[src/rtl/seg7_capture_decoder.sv]
// Purpose: recovers hex nibbles from a multiplexed active-low 7-segment bus, with strobe stability qualification.
// Latency: a capture lands on the (STABLE_CYCLES+1)th consecutive rising edge with identical pin values.
// Backpressure: none; this is a passive monitor that can never stall the display bus it observes.
//
// Ports:
//   clk, rst      - clock and asynchronous active-high reset
//   seg_n         - segment lines, active-low (bit0=top ... bit6=middle)
//   digit_sel_n   - digit selects, active-low, one-hot when valid
//   clear         - synchronous clear of all captured state
//   value         - decoded nibbles, digit k at [4k+3:4k]
//   digit_valid   - digit k holds a legal or blank capture
//   digit_blank   - last capture of digit k was all segments off
//   digit_err     - last capture of digit k was an illegal pattern
//   frame_done    - one-cycle pulse once every digit has been captured
module seg7_capture_decoder #(
  parameter int NDIGITS       = 8,
  parameter int STABLE_CYCLES = 4
) (
  input  logic                   clk,
  input  logic                   rst,
  input  logic [6:0]             seg_n,
  input  logic [NDIGITS-1:0]     digit_sel_n,
  input  logic                   clear,
  output logic [4*NDIGITS-1:0]   value,
  output logic [NDIGITS-1:0]     digit_valid,
  output logic [NDIGITS-1:0]     digit_blank,
  output logic [NDIGITS-1:0]     digit_err,
  output logic                   frame_done
);

  localparam int CW = $clog2(STABLE_CYCLES + 1);
  localparam logic [CW-1:0] CMAX = CW'(STABLE_CYCLES);

  typedef enum logic [1:0] {IDLE, TRACK, CAPTURED} state_t;

  state_t              state, state_nxt;
  logic [NDIGITS-1:0]  s_sel, p_sel;
  logic [6:0]          s_seg, p_seg;
  logic [CW-1:0]       cnt, cnt_nxt;
  logic [NDIGITS-1:0]  seen, seen_nxt;
  logic [NDIGITS-1:0]  sel_oh;
  logic                strobe_ok, same, capture, frame_hit;
  logic                dec_ok, is_blank;
  logic [3:0]          dec_nib;

  // Two-stage sampling: s_* is the current registered sample, p_* the one
  // before it, so the stability compare works purely on registered copies.
  always_ff @(posedge clk or posedge rst) begin
    if (rst) begin
      s_sel <= '1;
      s_seg <= 7'h7F;
      p_sel <= '1;
      p_seg <= 7'h7F;
    end else begin
      s_sel <= digit_sel_n;
      s_seg <= seg_n;
      p_sel <= s_sel;
      p_seg <= s_seg;
    end
  end

  always_comb begin
    sel_oh    = ~s_sel;
    strobe_ok = (sel_oh != '0) && ((sel_oh & (sel_oh - NDIGITS'(1))) == '0);
    same      = (s_sel == p_sel) && (s_seg == p_seg);
    if (same && strobe_ok)
      cnt_nxt = (cnt == CMAX) ? cnt : cnt + CW'(1);
    else
      cnt_nxt = strobe_ok ? CW'(1) : '0;
  end

  always_comb begin
    dec_ok  = 1'b1;
    dec_nib = 4'h0;
    case (s_seg)
      7'h40: dec_nib = 4'h0;
      7'h79: dec_nib = 4'h1;
      7'h24: dec_nib = 4'h2;
      7'h30: dec_nib = 4'h3;
      7'h19: dec_nib = 4'h4;
      7'h12: dec_nib = 4'h5;
      7'h02: dec_nib = 4'h6;
      7'h78: dec_nib = 4'h7;
      7'h00: dec_nib = 4'h8;
      7'h18: dec_nib = 4'h9;
      7'h08: dec_nib = 4'hA;
      7'h03: dec_nib = 4'hB;
      7'h46: dec_nib = 4'hC;
      7'h21: dec_nib = 4'hD;
      7'h06: dec_nib = 4'hE;
      7'h0E: dec_nib = 4'hF;
      default: dec_ok = 1'b0;
    endcase
    is_blank = (s_seg == 7'h7F);
  end

  // Entry from IDLE checks the threshold too, so STABLE_CYCLES=1 captures
  // on the first valid sample. CAPTURED only re-arms on a sample change.
  always_comb begin
    state_nxt = state;
    capture   = 1'b0;
    case (state)
      IDLE: begin
        if (strobe_ok) begin
          if (cnt_nxt == CMAX) begin
            capture   = 1'b1;
            state_nxt = CAPTURED;
          end else begin
            state_nxt = TRACK;
          end
        end
      end
      TRACK: begin
        if (!strobe_ok) begin
          state_nxt = IDLE;
        end else if (cnt_nxt == CMAX) begin
          capture   = 1'b1;
          state_nxt = CAPTURED;
        end
      end
      CAPTURED: begin
        if (!same) begin
          if (!strobe_ok) begin
            state_nxt = IDLE;
          end else if (cnt_nxt == CMAX) begin
            capture   = 1'b1;
            state_nxt = CAPTURED;
          end else begin
            state_nxt = TRACK;
          end
        end
      end
      default: state_nxt = IDLE;
    endcase
    seen_nxt  = seen | (capture ? sel_oh : '0);
    frame_hit = capture && (&seen_nxt);
  end

  always_ff @(posedge clk or posedge rst) begin
    if (rst) begin
      state       <= IDLE;
      cnt         <= '0;
      seen        <= '0;
      value       <= '0;
      digit_valid <= '0;
      digit_blank <= '0;
      digit_err   <= '0;
      frame_done  <= 1'b0;
    end else if (clear) begin
      state       <= IDLE;
      cnt         <= '0;
      seen        <= '0;
      value       <= '0;
      digit_valid <= '0;
      digit_blank <= '0;
      digit_err   <= '0;
      frame_done  <= 1'b0;
    end else begin
      state      <= state_nxt;
      cnt        <= cnt_nxt;
      frame_done <= frame_hit;
      seen       <= frame_hit ? '0 : seen_nxt;
      if (capture) begin
        for (int k = 0; k < NDIGITS; k++) begin
          if (sel_oh[k]) begin
            if (dec_ok) begin
              value[4*k +: 4] <= dec_nib;
              digit_valid[k]  <= 1'b1;
              digit_blank[k]  <= 1'b0;
              digit_err[k]    <= 1'b0;
            end else if (is_blank) begin
              digit_valid[k]  <= 1'b1;
              digit_blank[k]  <= 1'b1;
              digit_err[k]    <= 1'b0;
            end else begin
              digit_valid[k]  <= 1'b0;
              digit_blank[k]  <= 1'b0;
              digit_err[k]    <= 1'b1;
            end
          end
        end
      end
    end
  end

endmodule

[config.mk]
export PLATFORM = sky130hd
export DESIGN_NAME = seg7_capture_decoder
export DESIGN_NICKNAME = d
export VERILOG_FILES = /design/src/rtl/seg7_capture_decoder.sv
export SDC_FILE = /design/constraint.sdc
export NUM_CORES = 1
export LEC_CHECK = 0
export CORE_MARGIN = 2
export CORE_UTILIZATION = 57
export DETAILED_ROUTE_END_ITERATION = 16
export HOLD_SLACK_MARGIN = 0.15
export PLACE_DENSITY = 0.85
export SETUP_SLACK_MARGIN = 0.1
export SYNTH_ARGS = -nofsm -noshare
export SYNTH_HDL_FRONTEND = slang
export SYNTH_SLANG_ARGS = --single-unit
[constraint.sdc]
create_clock -name clk -period 6.6 [get_ports clk]
set_clock_uncertainty 0.2 [all_clocks]
set_input_delay 0.99 -clock clk [delete_from_list [all_inputs] [get_ports clk]]
set_output_delay 0.99 -clock clk [all_outputs]
set_load 0.01 [all_outputs]
# == Word level (Yosys, flattened, before mapping) ==
# Index checks and enable logic that the tools add are counted.
# classes
n_addsub,2
eq_ne,25
n_mux,68
bitwise_logic,3
reduce_logical,38
# op_table
cell,n
two-way mux 8 bit,9
two-way mux 32 bit,2
one-hot mux 4 bit (15 select lines),1
two-way mux 4 bit,9
== test 7 bit (second input constant),5
two-way mux 1 bit,35
AND reduction 3 bit,9
== test 7 x 5 -> 1 bit (second input constant),3
== test 7 x 6 -> 1 bit (second input constant),3
nonzero test 2 bit,10
AND reduction 2 bit,8
OR reduction 16 bit,1
== test 7 x 2 -> 1 bit (second input constant),2
== test 7 x 4 -> 1 bit (second input constant),2
two-way mux 2 bit,7
two-way mux 3 bit,3
AND 8 bit,1
== test 8 bit,1
logical NOT 8 bit,1
inverter 8 bit,1
bitwise OR 8 bit,1
AND reduction 8 bit,1
nonzero test 8 bit,1
subtractor 8 x 1 -> 8 bit (second input constant),1
other kinds (14),19
# totals
ff_bits,100
input_bits,18
out_inout_bits,57
wordCells,176

# == Depth between registers and ports, before layout ==
# depth
ltp_word,18
mapped_depth,11
ltp_nobuf,8

# == Worst setup path after synthesis ==
# Ideal clock, no wire load.
# synth_path
path_kind,register -> register
start,reg cnt[0]
end,reg value[15]
arrival_time_ps,2498
t_required_ps,6279
path_slack_ps,3781
stages_incl_launch_ff,9
n_path_buf,1
period_less_slack_ps,2819
path_cell_list,dfrtp_1 > ha_1 > or3b_1 > a211o_1 > a21o_1 > or2_1 > buf_6 > o41a_1 > a22o_1
# synth_between
elab_chain_len,10
word_cells_on_any_way,11
# synth_rtl
item,line_no,source
"start, declared",39,"logic [CW-1:0] cnt, cnt_nxt;"
"start signal, assigned",160,cnt <= cnt_nxt;
adder 3 x 1 -> 3 bit or == test 3 bit (tied branches),67,cnt_nxt = (cnt == CMAX) ? cnt : cnt + CW'(1);
two-way mux 3 bit (*),67,
two-way mux 3 bit (*),66,if (same && strobe_ok)
== test 3 bit (*),"105, 116, 125",
two-way mux 1 bit (*),"105, 116, 125",
two-way mux 1 bit (*),104,if (strobe_ok) begin
two-way mux 1 bit,122,if (!same) begin
one-hot mux 1 bit (2 select lines) (*),102,case (state)
nonzero test 2 bit (no source line) (*),-,
AND reduction 3 bit (no source line) (*),-,
"end signal, assigned by index",167,value[4*k +: 4] <= dec_nib;
"end, declared",24,"output logic [4*NDIGITS-1:0] value,"
# Mark *: on every way between the ends. The rest lies on a longest branch, timed or not.
# A chain may end at the register's enable or synchronous reset.

# == Worst setup path after layout ==
# layout_path
start,reg s_seg[4]
end,reg value[6]
# layout_between
elab_chain_len,11
word_cells_on_any_way,35
# layout_rtl
item,line_no,source
"start, declared",38,"logic [6:0] s_seg, p_seg;"
"start signal, assigned",56,s_seg <= seg_n;
== test 7 bit,65,same = (s_sel == p_sel) && (s_seg == p_seg);
logical AND 1 bit,65,
logical AND 1 bit,66,
two-way mux 3 bit,66,
== test 3 bit,"105, 116, 125",
two-way mux 1 bit,"105, 116, 125",
two-way mux 1 bit,104,
two-way mux 1 bit,122,
one-hot mux 1 bit (2 select lines),102,
nonzero test 2 bit (no source line),-,
AND reduction 3 bit (no source line),-,
# Several ways; a longest one is shown, not always the timed one. The select of a mux whose other input is x is not followed.

==> flow_metrics.env <==
export IMPL_fin_setup_tns_ns=0
export IMPL_cts_hold_fix_buffers=0
export IMPL_p_per_area_nw_per_um2=200.4
export IMPL_wl_per_cell_um=19.97
export IMPL_arrival_ns=3.47
export IMPL_ant_nets=0
export IMPL_start_kind="flop"
export IMPL_synth_top_family_by_area="compound AO/OA/AOI/OAI gates"
export IMPL_cts_num_sinks=100
export IMPL_fmax_mhz=296.7
export IMPL_synth_edff_count=0
export IMPL_drt_initial_drc_count=291
export IMPL_die_y_um=93.33
export IMPL_vdd_drop_max_mv=0.1193
export IMPL_syn_avg_cell_area_um2=11.46
export IMPL_synthArstFlopShare=1.000
export IMPL_min_path_type="reg -> reg"
export IMPL_synthMuxAreaShare=0.006602
export IMPL_routed_wl_um=11170
export IMPL_synthFlopType="dfrtp_1"
export IMPL_synth_cells=397
export IMPL_fp_dieW_um=93.33
export IMPL_layout_drive_gt1_share=0.1247
export IMPL_syn_num_nets=417
export IMPL_antennaDiodeCount=0
export IMPL_clkSlewWorstSetupHoldPaths_ns=0.09
export IMPL_ys_types=55
export IMPL_cts_buffers=9
export IMPL_gp_congestion=0.8805
export IMPL_die_area_um2=8710
export IMPL_dr_pass1_iters=5
export IMPL_final_seq_area_um2=2540
export IMPL_finalSetupViolCount=0
export IMPL_synth_seq_cells=100
export IMPL_worstPathMaxFanout=28
export IMPL_power_leakage_nw=2.278
export IMPL_core_area_um2=7727
export IMPL_hpwl_um=7516
export IMPL_synth_area_um2=4548
export IMPL_grt_max_degree=58
export IMPL_postCtsSetupBuffers=0
export IMPL_grtUsageTotal=0.2723
export IMPL_rsz0062_at_grt="no"
export IMPL_total_power_mw=1.098
export IMPL_required_ns=6.70
export IMPL_htreeDepth=3
export IMPL_finalCritPeriodShare=0.5107
export IMPL_first_global_vias=3498
export IMPL_multi_input_area_um2=1789
export IMPL_synth_xor_area_frac=0.03659
export IMPL_cts_tree="yes"
export IMPL_rows=32
export IMPL_whs_ns=0.2400
export IMPL_synth_adder_area_share=0.007703
export IMPL_crit_type="reg -> reg"
export IMPL_drc_errors=0
export IMPL_antenna_found_initial=0
export IMPL_via_count=3592
export IMPL_yosys_warnings=0
export IMPL_ys_seq_area_frac=0.5585
export IMPL_nNetsFinal=472
export IMPL_outcome="finished, final reports clean"
export IMPL_slew_viol_final=0
export IMPL_fill_cells=541
export IMPL_synth_simple_area_share=0.1428
export IMPL_fin_crit_ns=3.371
export IMPL_clockRootBuffer="clkbuf_8"
export IMPL_hold_viol=0
export IMPL_num_io_pins=75
export IMPL_cts_resized=0
export IMPL_viasPerCell=6.426
export IMPL_tightest_slew_ns=1.045
export IMPL_dp_cells=542
export IMPL_clock_latency_ns=0.36
export IMPL_initial_core_util=0.5886
export IMPL_relSlewSlack=0.2941
export IMPL_drv_cap=0
export IMPL_endpoint_kind="flop"
export IMPL_layout_cells_non_filler=559
export IMPL_grt_pass1_wl_um=18150
export IMPL_synth_compound_area_frac=0.1997
export IMPL_syn2layout_area_growth_pct=20.47
export IMPL_gr_total_overflow=0
export IMPL_cts_max_path_buffers=2
export IMPL_io_buffers=74
-- where the power goes --
group          internal [mW]  total (mW)  switching [mW]
combinational         0.0259      0.0653          0.0395
sequential             0.630       0.652          0.0215
clock                  0.175       0.381           0.206
total                  0.831        1.10           0.267
-- placed cells by master (no fill, tap or decap), types with 2 or more instances in the layout --
master / count
a211oi_1: 3
o31ai_1: 14
o22ai_1: 4
a41oi_1: 9
nand2_1: 9
mux2i_1: 3
or3_1: 5
inv_1: 13
nor4_1: 7
o21ai_0: 3
xnor2_1: 7
a31oi_1: 4
buf_4: 4
o211a_1: 7
nor2_1: 10
clkinv_2: 2
a211o_1: 2
and4_1: 3
dfrtp_1: 70
o41a_1: 3
nor2b_1: 5
nand3b_1: 2
dfstp_2: 30
nand4_1: 16
clkdlybuf4s50_1: 74
and2_1: 3
ha_1: 2
o211ai_1: 2
o21a_1: 8
a21oi_1: 18
xor2_1: 12
and4b_1: 3
nand2b_1: 4
a22o_1: 32
or4_1: 3
nand3_1: 9
clkinvlp_4: 4
nor3_4: 3
nor3_1: 17
clkbuf_8: 9
-- final timing paths --
path | cells past startpoint | to | slack (ns) | from
min reg2reg | 0 | p_sel[7] | 0.24 | s_sel[7]
max in group asynchronous | 3 | seen[4] | 4.21 | rst
max | 6 | value[6] | 3.23 | s_seg[4]
min | 0 | p_sel[7] | 0.24 | s_sel[7]
max reg2reg | 6 | value[6] | 3.23 | s_seg[4]
min in group asynchronous | 2 | digit_valid[1] | 0.87 | rst
-- routing by layer --
| metal | global-route usage | part of all wire | vias to the layer above |
|---|---|---|---|
| met5 | 0 | 0 | - |
| met3 | 0.04674 | 0.079 | 23 |
| li1 | - | - | 1608 |
| met2 | 0.4149 | 0.47 | 196 |
| met4 | 0.1176 | 0.020 | 0 |
| met1 | 0.3874 | 0.43 | 1765 |
-- cells in the mapped netlist, drive strengths merged (7+ instances only) --
library cell,n,area (um^2)
a21oi,18,90.09
a22o,32,280.3
a41oi,9,78.83
buf,21,113.9
clkbuf,14,52.55
dfrtp,70,1752
dfstp,30,788.3
inv,14,52.55
nand2,9,33.78
nand3,9,45.04
nand4,16,100.1
nor2,10,37.54
nor3,21,143.9
nor4,7,43.79
o211a,7,70.07
o21a,8,60.06
o31ai,14,105.1
xnor2,7,61.31
xor2,12,105.1
-- critical path, stage by stage, from the launching register on --
cell     delay (ns)
dfstp_2        0.75
xor2_1         0.12
nor4_1         0.23
nand4_1        0.39
or2_2          0.67
nor3_1         0.68
a22o_1         0.26
-- layout make-up --
class / instances / area share
sequential: 100 / 0.4636
clock inverter: 6 / 0.01187
inverter: 14 / 0.009820
clock buffer: 10 / 0.02329
tap: 102 / 0.02329
timing repair buffer: 79 / 0.1416
multi-input combinational: 248 / 0.3266
-- per-stage QoR --
step	util	cell area [um^2]	setup slack, ns
6_report	0.7090	5479	3.229
5_1_grt	0.7090	5479	2.982
4_1_cts	0.7084	5474	3.283
3_5_place_dp	0.6835	5281	3.306
3_3_place_gp	0.6835	5281	3.434
2_1_floorplan	-	4548	2.841
-- cell families after synthesis --
kind of cell | after synthesis
buf+inv | 49
simple gates | 106
fa+ha+maj | 3
xor+xnor | 19
flops | 100
mux | 3
compound gates | 117
-- flip-flops by register name (all words and copies together), names as in the netlist --
signal and count:
frame_done 1, p_seg 7, s_seg 7, p_sel 8
cnt 3, digit_valid 8, s_sel 8, seen 8
value 32, state 2, digit_err 8, digit_blank 8
(Power assumes the default switching activity.)
